===== src/rtl/sram_track_mixer.sv =====
// sram_track_mixer: walks two recorded tracks in SRAM, averages them sample
// by sample (signed, floor) and writes the result to the destination track.
// Eight cycles per sample; the SRAM bus is owned only while oBusy is high.
//
// Handshake: iStart is a one-cycle request accepted only in IDLE; oBusy is
// high from the cycle after acceptance until the DONE state exits; oDone is a
// one-cycle completion pulse and never follows an abort or reset. iAbort
// returns to IDLE at the next edge from any state and beats a same-cycle
// iStart.
module sram_track_mixer #(
    parameter int TRACK_LEN = 128000,
    parameter int BASE_A    = 0,
    parameter int BASE_B    = 128000,
    parameter int BASE_DST  = 0
) (
    input  logic        iCLK,
    input  logic        iRST,
    input  logic        iStart,
    input  logic        iAbort,
    output logic        oBusy,
    output logic        oDone,
    output logic [17:0] oSample_cnt,
    output logic [17:0] oSRAM_ADDR,
    output logic [15:0] oSRAM_DQ_OUT,
    output logic        oSRAM_DQ_OE,
    input  logic [15:0] iSRAM_DQ,
    output logic        oSRAM_WE_N,
    output logic        oSRAM_OE_N
);

    typedef enum logic [3:0] {
        IDLE,
        RD_A,
        RD_A_LAT,
        RD_B,
        RD_B_LAT,
        WR_SETUP,
        WR_PULSE,
        WR_HOLD,
        NEXT,
        DONE
    } state_t;

    localparam logic [17:0] LAST_IDX   = 18'(TRACK_LEN - 1);
    localparam logic [17:0] BASE_A_W   = 18'(BASE_A);
    localparam logic [17:0] BASE_B_W   = 18'(BASE_B);
    localparam logic [17:0] BASE_DST_W = 18'(BASE_DST);

    state_t      state_q, state_d;
    logic [17:0] idx_q, idx_d;
    logic [15:0] sample_a_q, sample_a_d;
    logic [15:0] sample_b_q, sample_b_d;
    logic        busy_q, busy_d;
    logic        done_q, done_d;
    logic [17:0] addr_q, addr_d;
    logic [15:0] dq_out_q, dq_out_d;
    logic        dq_oe_q, dq_oe_d;
    logic        we_n_q, we_n_d;
    logic        oe_n_q, oe_n_d;
    logic [16:0] sum_ab;
    logic [15:0] mix;

    // Next state, then the registered bus outputs belonging to that next state
    always_comb begin
        state_d    = state_q;
        idx_d      = idx_q;
        sample_a_d = sample_a_q;
        sample_b_d = sample_b_q;
        done_d     = 1'b0;
        addr_d     = addr_q;
        dq_out_d   = dq_out_q;
        dq_oe_d    = dq_oe_q;
        we_n_d     = 1'b1;
        oe_n_d     = oe_n_q;

        case (state_q)
            IDLE: begin
                if (iStart) begin
                    state_d = RD_A;
                    idx_d   = '0;
                end
            end
            RD_A:     state_d = RD_A_LAT;
            RD_A_LAT: begin
                sample_a_d = iSRAM_DQ;
                state_d    = RD_B;
            end
            RD_B:     state_d = RD_B_LAT;
            RD_B_LAT: begin
                sample_b_d = iSRAM_DQ;
                state_d    = WR_SETUP;
            end
            WR_SETUP: state_d = WR_PULSE;
            WR_PULSE: state_d = WR_HOLD;
            WR_HOLD:  state_d = NEXT;
            NEXT: begin
                if (idx_q == LAST_IDX) begin
                    state_d = DONE;
                end else begin
                    idx_d   = idx_q + 18'd1;
                    state_d = RD_A;
                end
            end
            DONE: begin
                state_d = IDLE;
                done_d  = 1'b1;
            end
            default: state_d = IDLE;
        endcase

        // Abort beats everything, including a start seen in IDLE
        if (iAbort) begin
            state_d = IDLE;
            idx_d   = idx_q;
            done_d  = 1'b0;
        end

        // Sign-extend to 17 bits; the arithmetic shift floors toward -inf
        sum_ab = {sample_a_q[15], sample_a_q} + {sample_b_d[15], sample_b_d};
        mix    = 16'(sum_ab >> 1);

        case (state_d)
            RD_A, RD_A_LAT: begin
                addr_d  = BASE_A_W + idx_d;
                oe_n_d  = 1'b0;
                dq_oe_d = 1'b0;
            end
            RD_B, RD_B_LAT: begin
                addr_d  = BASE_B_W + idx_d;
                oe_n_d  = 1'b0;
                dq_oe_d = 1'b0;
            end
            WR_SETUP: begin
                addr_d   = BASE_DST_W + idx_d;
                dq_out_d = mix;
                oe_n_d   = 1'b1;
                dq_oe_d  = 1'b1;
            end
            WR_PULSE: we_n_d = 1'b0;
            WR_HOLD:  we_n_d = 1'b1;
            default: begin
                oe_n_d  = 1'b1;
                dq_oe_d = 1'b0;
            end
        endcase

        busy_d = (state_d != IDLE);
    end

    // State and output registers with synchronous reset
    always_ff @(posedge iCLK) begin
        if (iRST) begin
            state_q    <= IDLE;
            idx_q      <= '0;
            sample_a_q <= '0;
            sample_b_q <= '0;
            busy_q     <= 1'b0;
            done_q     <= 1'b0;
            addr_q     <= '0;
            dq_out_q   <= '0;
            dq_oe_q    <= 1'b0;
            we_n_q     <= 1'b1;
            oe_n_q     <= 1'b1;
        end else begin
            state_q    <= state_d;
            idx_q      <= idx_d;
            sample_a_q <= sample_a_d;
            sample_b_q <= sample_b_d;
            busy_q     <= busy_d;
            done_q     <= done_d;
            addr_q     <= addr_d;
            dq_out_q   <= dq_out_d;
            dq_oe_q    <= dq_oe_d;
            we_n_q     <= we_n_d;
            oe_n_q     <= oe_n_d;
        end
    end

    assign oBusy        = busy_q;
    assign oDone        = done_q;
    assign oSample_cnt  = idx_q;
    assign oSRAM_ADDR   = addr_q;
    assign oSRAM_DQ_OUT = dq_out_q;
    assign oSRAM_DQ_OE  = dq_oe_q;
    assign oSRAM_WE_N   = we_n_q;
    assign oSRAM_OE_N   = oe_n_q;

endmodule

===== config.mk =====
export PLATFORM = sky130hd
export DESIGN_NAME = sram_track_mixer
export DESIGN_NICKNAME = d
export VERILOG_FILES = /design/src/rtl/sram_track_mixer.sv
export SDC_FILE = /design/constraint.sdc
export NUM_CORES = 1
export LEC_CHECK = 0
export CORE_MARGIN = 2
export CORE_UTILIZATION = 25
export DETAILED_ROUTE_END_ITERATION = 8
export GPL_TIMING_DRIVEN = 0
export PLACE_DENSITY = 0.43
export SLEW_MARGIN = 20
export SYNTH_ARGS = -nofsm -noshare
export SYNTH_HDL_FRONTEND = slang
export SYNTH_SLANG_ARGS = --single-unit

===== constraint.sdc =====
create_clock -name iCLK -period 9 [get_ports iCLK]
set_input_delay 1.8 -clock iCLK [delete_from_list [all_inputs] [get_ports iCLK]]
set_output_delay 1.8 -clock iCLK [all_outputs]
set_load 0.1 [all_outputs]

### Word level (Yosys, flattened, before mapping)

Index checks and enable logic that the tools add are counted.

| storage, ports and cells | value |
|---|---|
| bits in latches | 0 |
| logic and storage cells | 53 |
| memory bits (writable) | 0 |
| memories kept | 0 |
| output and inout port bits | 57 |
| register bits after elaboration | 93 |
| memory bits (read-only) | 0 |
| input port bits | 20 |

| cells by class | value |
|---|---|
| add/subtract/negate cells | 3 |
| muxes and demuxes | 14 |
| $mul | 0 |
| reductions and logical operators | 8 |
| equality and inequality tests | 17 |
| shift-type cells | 0 |
| bitwise operators | 0 |
| $lt $le $gt $ge | 0 |
| divide/modulo/power cells | 0 |

Operators with widths:

| cell | number |
|---|---|
| $pmux W18 S2 | 2 |
| $mux W18 | 3 |
| $pmux W4 S9 | 1 |
| $eq A4 B3 Y1 const B | 8 |
| $add A17 B18 Y18 const A | 1 |
| $add A18 B1 Y18 const B | 1 |
| $eq A18 B17 Y1 const B | 1 |
| $add A16 B16 Y17 | 1 |
| $eq A4 B2 Y1 const B | 4 |
| $mux W16 | 1 |
| $mux W4 | 3 |
| $eq A4 B1 Y1 const B | 2 |
| $eq A4 B4 Y1 const B | 2 |
| $reduce_or A2 Y1 | 3 |
| $logic_not A4 Y1 | 1 |
| $pmux W1 S2 | 2 |
| $reduce_bool A4 Y1 | 1 |
| $reduce_or A4 Y1 | 1 |
| $reduce_or A3 Y1 | 1 |
| $mux W1 | 2 |
| $reduce_bool A2 Y1 | 1 |

### Depth between registers and ports, before layout

Gate-level depths: netlist of run 1.

| depth | value |
|---|---|
| depth after elaboration | 7 |
| depth in mapped cells | 14 |
| mapped depth without buffers | 12 |

### Worst setup path before layout of run 1

OpenSTA, ideal clock, no wires.

| timing path | value |
|---|---|
| kind | input-to-reg |
| from | input port iAbort |
| to | register addr_q[14], in the netlist oSRAM_ADDR[14] |
| required time | 8.884 ns |
| setup time | 0.116 ns |
| data arrival time | 3.947 ns |
| path slack | 4.937 ns |
| path buffers | 1 |
| stages on the path | 11 |
| cells stage by stage | or4b_4 or2_1 buf_6 nor4b_1 o22ai_1 inv_1 ha_1 and2b_1 nand3_1 xor2_1 a31o_1 |

| on the way | value |
|---|---|
| elaborated cells on any way between the ends | 12 |
| those cells by class | add/sub (1); eq/ne (5); mux (3); reduce/logical (3) |

RTL lines:

| what | RTL line | text |
|---|---|---|
| start, declared | 19 | `input logic iAbort,` |
| $mux W18 | 112 | `if (iAbort) begin` |
| named net idx_d[10] | 50 | `logic [17:0] idx_q, idx_d;` |
| $add A17 B18 Y18 | 129 | `addr_d = BASE_B_W + idx_d;` |
| $pmux W18 S2 | 122 | `case (state_d)` |
| end signal, assigned | 171 | `addr_q <= addr_d;` |
| end, declared | 55 | `logic [17:0] addr_q, addr_d;` |

The timed path passes the listed nets, and every way through them passes these cells.
A chain may end at the register's enable or synchronous reset.

### Final worst setup path of run 1

| timing path | value |
|---|---|
| from | input port iSRAM_DQ[2] |
| to | register dq_out_q[15], in the netlist oSRAM_DQ_OUT[15] |

| on the way | value |
|---|---|
| word-level cells in the longest chain between the ends | 2 |

Ends and longest elaborated chain:

| what | RTL line | text |
|---|---|---|
| start, declared | 26 | `input logic [15:0] iSRAM_DQ,` |
| $mux W16 | 76 | `case (state_q)` |
| named net sample_b_d[2] | 52 | `logic [15:0] sample_b_q, sample_b_d;` |
| $add A16 B16 Y17 | 119 | `sum_ab = {sample_a_q[15], sample_a_q} + {sample_b_d[15], sample_b_d};` |
| end signal, assigned | 172 | `dq_out_q <= dq_out_d;` |
| end, declared | 56 | `logic [15:0] dq_out_q, dq_out_d;` |

The timed path passes the listed nets, and every way through them passes these cells.

==> summary.md, run 1 <==
| Metric | Value |
|---|---|
| Sw Share | 28.61% |
| Initial Utilization | 25.59% |
| Setup crit end kind | flop |
| CTS tree | built |
| # diodes | 0 |
| Slew Limit Headroom | 33.50% |
| Yosys reg bits | 93 |
| Commonest cells after routing, fill and taps aside | 93 x dfxtp_1, 76 x nand2_1, 76 x clkdlybuf4s50_1 |
| Clock sink count | 93 |
| Initial antenna violation count | 0 |
| Internal power | 675.6 uW |
| IO buf count | 76 |
| Setup bufs post-CTS | 0 |
| Total power | 946.4 uW |
| Final core utilization | 33.00% |
| Final instance area | 6213 um^2 |
| Core area | 18830 um^2 |
| WHS Path Cells | 2 |
| Sequential power share | 44.8% |
| Largest cells by area after synthesis | dfxtp_1 39%, nand2_1 5.9%, a21oi_1 4.7%, ha_1 4.4%, nor2_1 4.1% |
| Total Wirelength | 14.57 mm |
| Via/cell ratio | 4.848 |
| MaxCap Viol Count | 0 |
| Final Critical Period | 4473 ps |
| Clock slew at reported path FFs | 70 ps |
| Number of global-route vias before repair | 4263 |
| RSZ-0062 raised after global routing | no |
| Horiz. Die Dim | 142.8 um |
| Final Cycle Share | 49.69% |
| Hold Vio Cnt, Final | 0 |
| Die Height | 142.8 um |
| Slew @ Worst Pin | 994.4 ps |
| Mapped Cells | 570 |
| Gpl congestion | 0.8366 |
| Min-delay src | oSRAM_ADDR[13]$_SDFFE_PP0P_ |
| Final clock skew | 10.65 ps |
| CTS Buf Count | 9 |
| Fmax | 223.6 MHz |
| Vias | 4470 |
| Worst Path Arrival | 4730 ps |
| Share of cells above drive strength 1 | 8.761% |
| Largest net degree at the start of global routing | 17 |
| Outcome | finished, final reports clean |
| # IOs | 77 |
| Final HPWL DP | 10.88 mm |
| DR WL/cell | 15.80 um |
| Total track usage | 14.67% |
| Endpoints failing setup | 0 |
| Leak | 0.002303 uW |
| Worst setup SP type | input pin |
| Router iterations before antenna repair | 5 |
| Clk_lat worst skew | 350 ps |
| Async set-reset flop share out of synthesis | 0% |
| Row count | 50 |
| Comb pwr share | 12.4% |
| Sequential share of the synthesized area | 38.64% |
| Synth Cell Area | 4818 um^2 |
| Synth Area per Inst | 8.453 um^2 |
| Post-synth EDFFs | 0 |
| Hold EP | oSRAM_ADDR[13]$_SDFFE_PP0P_ |
| Crit Reg-Reg Startpoint | state_q[2]$_SDFF_PP0_ |
| Switching pwr | 270.8 uW |
| Die area | 20400 um^2 |
| DR DRC count | 0 |
| Worst r2r path cells | 14 |
| Commonest non-fill, non-tap cell in the layout | dfxtp_1 |
| Ys Warns | 0 |
| CTS Hold Bufs | 0 |
| PwrDens | 152.3 nW/um^2 |
| Crit Path Class | in -> reg |
| First-pass GRT wire length | 23.12 mm |
| Critical Path RT | 9260 ps |
| Maximum VDD drop | 0.09316 mV |
| Post-synth top area share | 38.64% |
| Placed Area | 5904 um^2 |
| Max FO, Critical Path | 5 |
| ANT nets after route | 0 |
| Worst R2R End | oSRAM_DQ_OUT[12]$_SDFFE_PP0P_ |
| Root buf cell | clkbuf_16 |
| Synth cell types | 73 |
| Clock Power Share | 42.8% |
| Top FF cell, synth | dfxtp_1 |
| First DRT Iteration DRCs | 161 |
| Setup TNS | 0 ps |
| Area Growth Syn to Fin | 28.95% |
| Worst min path class | reg -> reg |
| Largest area contributor in the netlist | dfxtp_1 |
| Nets | 695 |
| R2R Setup Slk | 4580 ps |
| Max-slew violations | 0 |
| Syn_nets | 608 |
| CTS Buffer Depth | 2 |
| Resized cells post-CTS | 0 |
| H-Tree Depth | 3 |
| Remaining Overflow, GRT | 0 |
## per-stage QoR
stage,cells,setup slack (ps),hold WS (ps)
after floorplan,570,4937,440.6
after global placement,906,4207,447.4
after detailed placement,906,4209,443.4
after CTS,922,4438,458.9
after global routing,922,4130,464.6
final,922,4527,454.8
## Yosys cell counts (3+ instances only)
library cell  instances
ha_1                 17
nor2_1               52
xor2_1                8
o31a_1                7
nand2_1              76
mux2i_1               4
nand3_1              19
mux2_2               15
a31oi_1               8
xnor2_1               8
nor4b_1               3
o21ai_0              24
a21o_1                3
nand2b_1              3
nor3_1               10
or4_1                 4
or2_2                 3
a21oi_1              45
o31ai_1               4
and3_1                4
inv_1                15
nor4_1                7
dfxtp_1              93
nand4_1               5
a211oi_1             16
clkbuf_1             21
o21a_1                7
and2_1               19
nor2b_1               4
a22oi_1               3
and4_1                5
buf_2                 8
## flip-flops by register name, indices dropped and copies added (netlist names)
| register | cells |
|---|---|
| oSRAM_DQ_OUT | 16 |
| sample_b_q | 16 |
| oBusy | 1 |
| oDone | 1 |
| oSample_cnt | 18 |
| oSRAM_OE_N | 1 |
| oSRAM_ADDR | 18 |
| oSRAM_WE_N | 1 |
| state_q | 4 |
| sample_a_q | 16 |
| oSRAM_DQ_OE | 1 |
## critical path, stage by stage
cell	delay, ps
clkdlybuf4s50_1	420
mux2_2	290
ha_1	350
nor2b_1	150
o21ai_0	240
a21oi_1	160
o221a_2	300
a41o_1	280
o31ai_1	360
o21ai_0	130
a311oi_1	250
## per-layer routing
| layer | share of wire [%] | track usage, % | wire, um | vias up |
|---|---|---|---|---|
| met5 | 0 | 0 | 0 | - |
| met4 | 1.2 | 4.534 | 178 | 0 |
| met3 | 4.2 | 2.280 | 614 | 14 |
| met2 | 47 | 24.49 | 6818 | 121 |
| met1 | 48 | 19.48 | 6958 | 2106 |
| li1 | - | - | - | 2229 |
## kinds of logic after synthesis
group / share of synthesized area [%]
adder cells (fa/ha/maj): 4.830
XOR/XNOR: 2.908
AO/OA/AOI/OAI: 19.76
buffers and inverters: 4.337
flip-flops: 38.64
multiplexers: 4.337
AND/OR/NAND/NOR: 25.19
## cell type report
cell class / instances / area, um^2
Timing Repair Buffer: 76 / 760.7
Buffer: 33 / 152.6
Inverter: 15 / 56.30
Multi-Input combinational cell: 429 / 2748
Tap cell: 260 / 325.3
Clock buffer: 10 / 239.0
Sequential cell: 93 / 1862
Fill cell: 1967 / 12620
Clock inverter: 6 / 70.07
## how the worst max path moves through the flow
| stage | startpoint | to | slack, ps | cells after the start |
|---|---|---|---|---|
| 3_3_place_gp | iSRAM_DQ[2] | oSRAM_DQ_OUT[15]$_SDFFE_PP0P_ | 4210 | 11 |
| 4_1_cts | state_q[2]$_SDFF_PP0_ | oSRAM_DQ_OUT[12]$_SDFFE_PP0P_ | 4440 | 14 |
| 3_5_place_dp | iSRAM_DQ[2] | oSRAM_DQ_OUT[15]$_SDFFE_PP0P_ | 4210 | 11 |
| 2_1_floorplan | iAbort | oSRAM_ADDR[14]$_SDFFE_PP0P_ | 4940 | 11 |
| 6_report | iSRAM_DQ[2] | oSRAM_DQ_OUT[15]$_SDFFE_PP0P_ | 4530 | 11 |
| 5_1_grt | state_q[2]$_SDFF_PP0_ | oSRAM_DQ_OUT[12]$_SDFFE_PP0P_ | 4130 | 14 |
## power groups by stage
stage               combinational, uW  clock (uW)  sequential [uW]
finish                            117         405              424
global route                      125         433              425
detailed placement                119           0              434
CTS                               119         416              424
floorplan                        33.0           0              481
global placement                  118           0              434
No activity file was read; power rests on OpenSTA's default activity.
==> run 2: changes to the inputs <==
PLACE_DENSITY = 0.45   (was 0.43)
clock period = 3.7 ns   (was 9 ns; I/O delays follow)
==> run 2 against run 1 <==
Against the previous run:
- final area increased by 0.93%
- combinational power up 140%
- first-iteration DRC count increased by 8.7%
- worst hold slack lost 4.8 ps
- via count decreased by 1.1%
- global-route usage down 0.12 points
- non-clock buffer count increased by 1
- cell count is the same
- sequential share of layout area down 0.27 points
- routed wire length down 0.71%
- worst setup slack got worse by 4400 ps
- sequential power is 140% higher
- critical path type is now reg -> reg
- largest power group unchanged
- highest routed layer unchanged
==> summary.md, run 2 (synthesis gave the netlist of run 1 again) <==
| Metric | Value |
|---|---|
| Commonest non-fill, non-tap cell in the layout | dfxtp_1 |
| # diodes | 0 (unchanged) |
| Register Area | 1862 um^2 (unchanged) |
| PwrDens | 361.8 nW/um^2 (+140%) |
| Commonest cells after routing, fill and taps aside | 93 x dfxtp_1, 76 x nand2_1, 76 x clkdlybuf4s50_1 |
| Cells along the critical path | clkbuf_4 -> nor4b_4 -> buf_6 -> mux2_2 -> ha_2 -> nand4_1 -> mux2i_2 -> and3b_1 -> o21a_1 -> a211oi_2 -> a21oi_1 -> or4_1 -> nand3_1 |
| Total track usage | 14.54% (-0.12 points) |
| First-pass GRT wire length | 23.00 mm (-0.54%) |
| Slew @ Worst Pin | 1034 ps (+39.62 ps) |
| Leak | 0.002317 uW (+0.59%) |
| Clock slew at reported path FFs | 70 ps (about the same) |
| Slowest CP cell | or4_1 |
| Min-delay src | oSRAM_ADDR[13]$_SDFFE_PP0P_ |
| H-Tree Depth | 3 (unchanged) |
| Horiz. Die Dim | 142.8 um (unchanged) |
| Outcome | finished, final reports clean |
| Die area | 20400 um^2 (unchanged) |
| Router iterations before antenna repair | 4 (-1) |
| Worst min path class | reg -> reg |
| Final clock skew | 6.986 ps (-3.665 ps) |
| RSZ-0062 raised after global routing | yes |
| Share of cells above drive strength 1 | 9.819% (+1.1 points) |
| Total Wirelength | 14.47 mm (-0.71%) |
| R2R Setup Slk | 170 ps (-4410 ps) |
| CP top delay family | simple AND/OR/NAND/NOR gates |
| Initial antenna violation count | 0 (unchanged) |
| Vias | 4421 (-1.1%) |
| Max-slew violations | 0 (unchanged) |
| CTS Buf Count | 9 (unchanged) |
| # IOs | 77 (unchanged) |
| Hold Vio Cnt, Final | 0 (unchanged) |
| IO buf count | 76 (unchanged) |
| Gpl congestion | 0.7920 (-5.3%) |
| Final Critical Period | 3526 ps |
| Worst r2r path cells | 13 (-1) |
| Slew Limit Headroom | 30.85% (-2.6 points) |
| Worst hold margin | 450.0 ps (-4.818 ps) |
| CP startpoint | state_q[2]$_SDFF_PP0_ |
| Setup TNS | 0 ps (unchanged) |
| DR DRC count | 0 (unchanged) |
| Hold EP | oSRAM_ADDR[13]$_SDFFE_PP0P_ |
| MaxCap Viol Count | 0 (unchanged) |
| Die Height | 142.8 um (unchanged) |
| Multi-input gate area | 2793 um^2 (+1.6%) |
| Number of global-route vias before repair | 4439 (+4.1%) |
| First DRT Iteration DRCs | 175 (+8.7%) |
| Core area | 18830 um^2 (unchanged) |
| Critical Path RT | 3990 ps (-5270 ps) |
| Final instance area | 6271 um^2 (+0.93%) |
| Via/cell ratio | 4.795 (-1.1%) |
| Worst stage delay on the critical path | 420 ps (about the same) |
| Root buf cell | clkbuf_16 |
| Worst setup SP type | flop |
| Worst path bufs/invs | 2 (+1) |
| Initial Utilization | 25.59% (unchanged) |
| Worst Path Arrival | 3810 ps (-920 ps) |
| WHS Path Cells | 2 (unchanged) |
| Max FO, Critical Path | 10 (+5) |
| Clock sink count | 93 (unchanged) |
| Final HPWL DP | 10.85 mm (-0.34%) |
| Area Growth Syn to Fin | 30.15% |
| Nets | 696 (+0.14%) |
| Worst R2R End | oSRAM_DQ_OUT[12]$_SDFFE_PP0P_ |
| Sequential power share | 45.5% (+0.7 points) |
| Fmax | 283.6 MHz |
| Final Cycle Share | 95.29% |
| CTS tree | built |
| Comb pwr share | 12.6% (+0.2 points) |
| Setup crit end kind | flop |
| Sw Share | 27.01% (-1.6 points) |
| Endpoints failing setup | 0 (unchanged) |
| Crit Path Class | reg -> reg |
| Remaining Overflow, GRT | 0 (unchanged) |
| Switching pwr | 612.8 uW (+130%) |
| Internal power | 1656 uW (+150%) |
| Fill cells | 1956 (-0.56%) |
| Maximum VDD drop | 0.2174 mV (+130%) |
| Clock Power Share | 41.9% (-0.9 points) |
| ANT nets after route | 0 (unchanged) |
| Clk_lat worst skew | 350 ps (about the same) |
| Crit Reg-Reg Startpoint | state_q[2]$_SDFF_PP0_ |
| Largest net degree at the start of global routing | 15 (-2) |
| DR WL/cell | 15.69 um (-0.71%) |
| Placed Area | 5904 um^2 (unchanged) |
| Row count | 50 (unchanged) |
| CTS Buffer Depth | 2 (unchanged) |
## run 2: changes by cell type in the layout (fill, tap and decap cells not counted), sizes merged
cell / delta
clkbuf: +2
buf: +1
clkinvlp: -3
## run 2: power groups by stage
stage / Sequential [uW] / Combinational (uW) / Clock (uW)
after floorplan: 1170 / 80.3 / 0
after global placement: 1060 / 285 / 0
after detailed placement: 1060 / 287 / 0
after CTS: 1030 / 288 / 987
after global routing: 1030 / 303 / 1020
final: 1030 / 285 / 951
## run 2: worst max path at each step
stage                               endpoint  cells after the start
2_1_floorplan  oSRAM_DQ_OUT[12]$_SDFFE_PP0P_                     14
6_report       oSRAM_DQ_OUT[12]$_SDFFE_PP0P_                     13
3_5_place_dp   oSRAM_DQ_OUT[12]$_SDFFE_PP0P_                     14
5_1_grt        oSRAM_DQ_OUT[12]$_SDFFE_PP0P_                     13
3_3_place_gp   oSRAM_DQ_OUT[12]$_SDFFE_PP0P_                     14
4_1_cts        oSRAM_DQ_OUT[12]$_SDFFE_PP0P_                     14
## run 2: layout make-up
class	count	share of cell area, %
plain buffers	33	2.594
repair buffers	77	12.31
clock buffers	12	4.090
well taps	260	5.188
inverters	15	0.8978
clock inverters	3	0.6983
multi-input cells	429	44.53
flip-flops and latches	93	29.69
## run 2: metrics by stage
stage	power, uW	setup WS (ps)	utilization [%]	std cells
final	2269	174.3	33.30	922
after global routing	2361	-16.93	33.30	922
after CTS	2308	36.88	33.06	922
after detailed placement	1343	-763.6	31.36	906
after global placement	1340	-708.3	31.36	906
after floorplan	1249	164.2	-	570
## run 2: timing repair
action | CTS | global route
setup endpoints to repair | 11 | 4
pin swaps | 0 | 1
hold buffers | 0 | 0
setup buffers | 1 | 0
resized for setup | 4 | 12
## run 2: tightest hold or removal path: cells and delay by family (launching register included)
kind	cells	cell delay [ps]
and+or+nand+nor	1	50
AOI/OAI and AO/OA	1	50
DFF	1	310
## run 2: metal layers
layer / global-route usage, % / share of wire [%] / up-vias
met5: 0 / 0 / -
met4: 4.482 / 1.5 / 0
met3: 3.789 / 5.6 / 17
met2: 24.24 / 46 / 123
met1: 18.41 / 46 / 2066
li1: - / - / 2215
==> run 3: changes to the inputs <==
CAP_MARGIN = 25   (was not set)
==> results of run 3 <==
Final layout, timing and power as in run 2 (identical DEF).
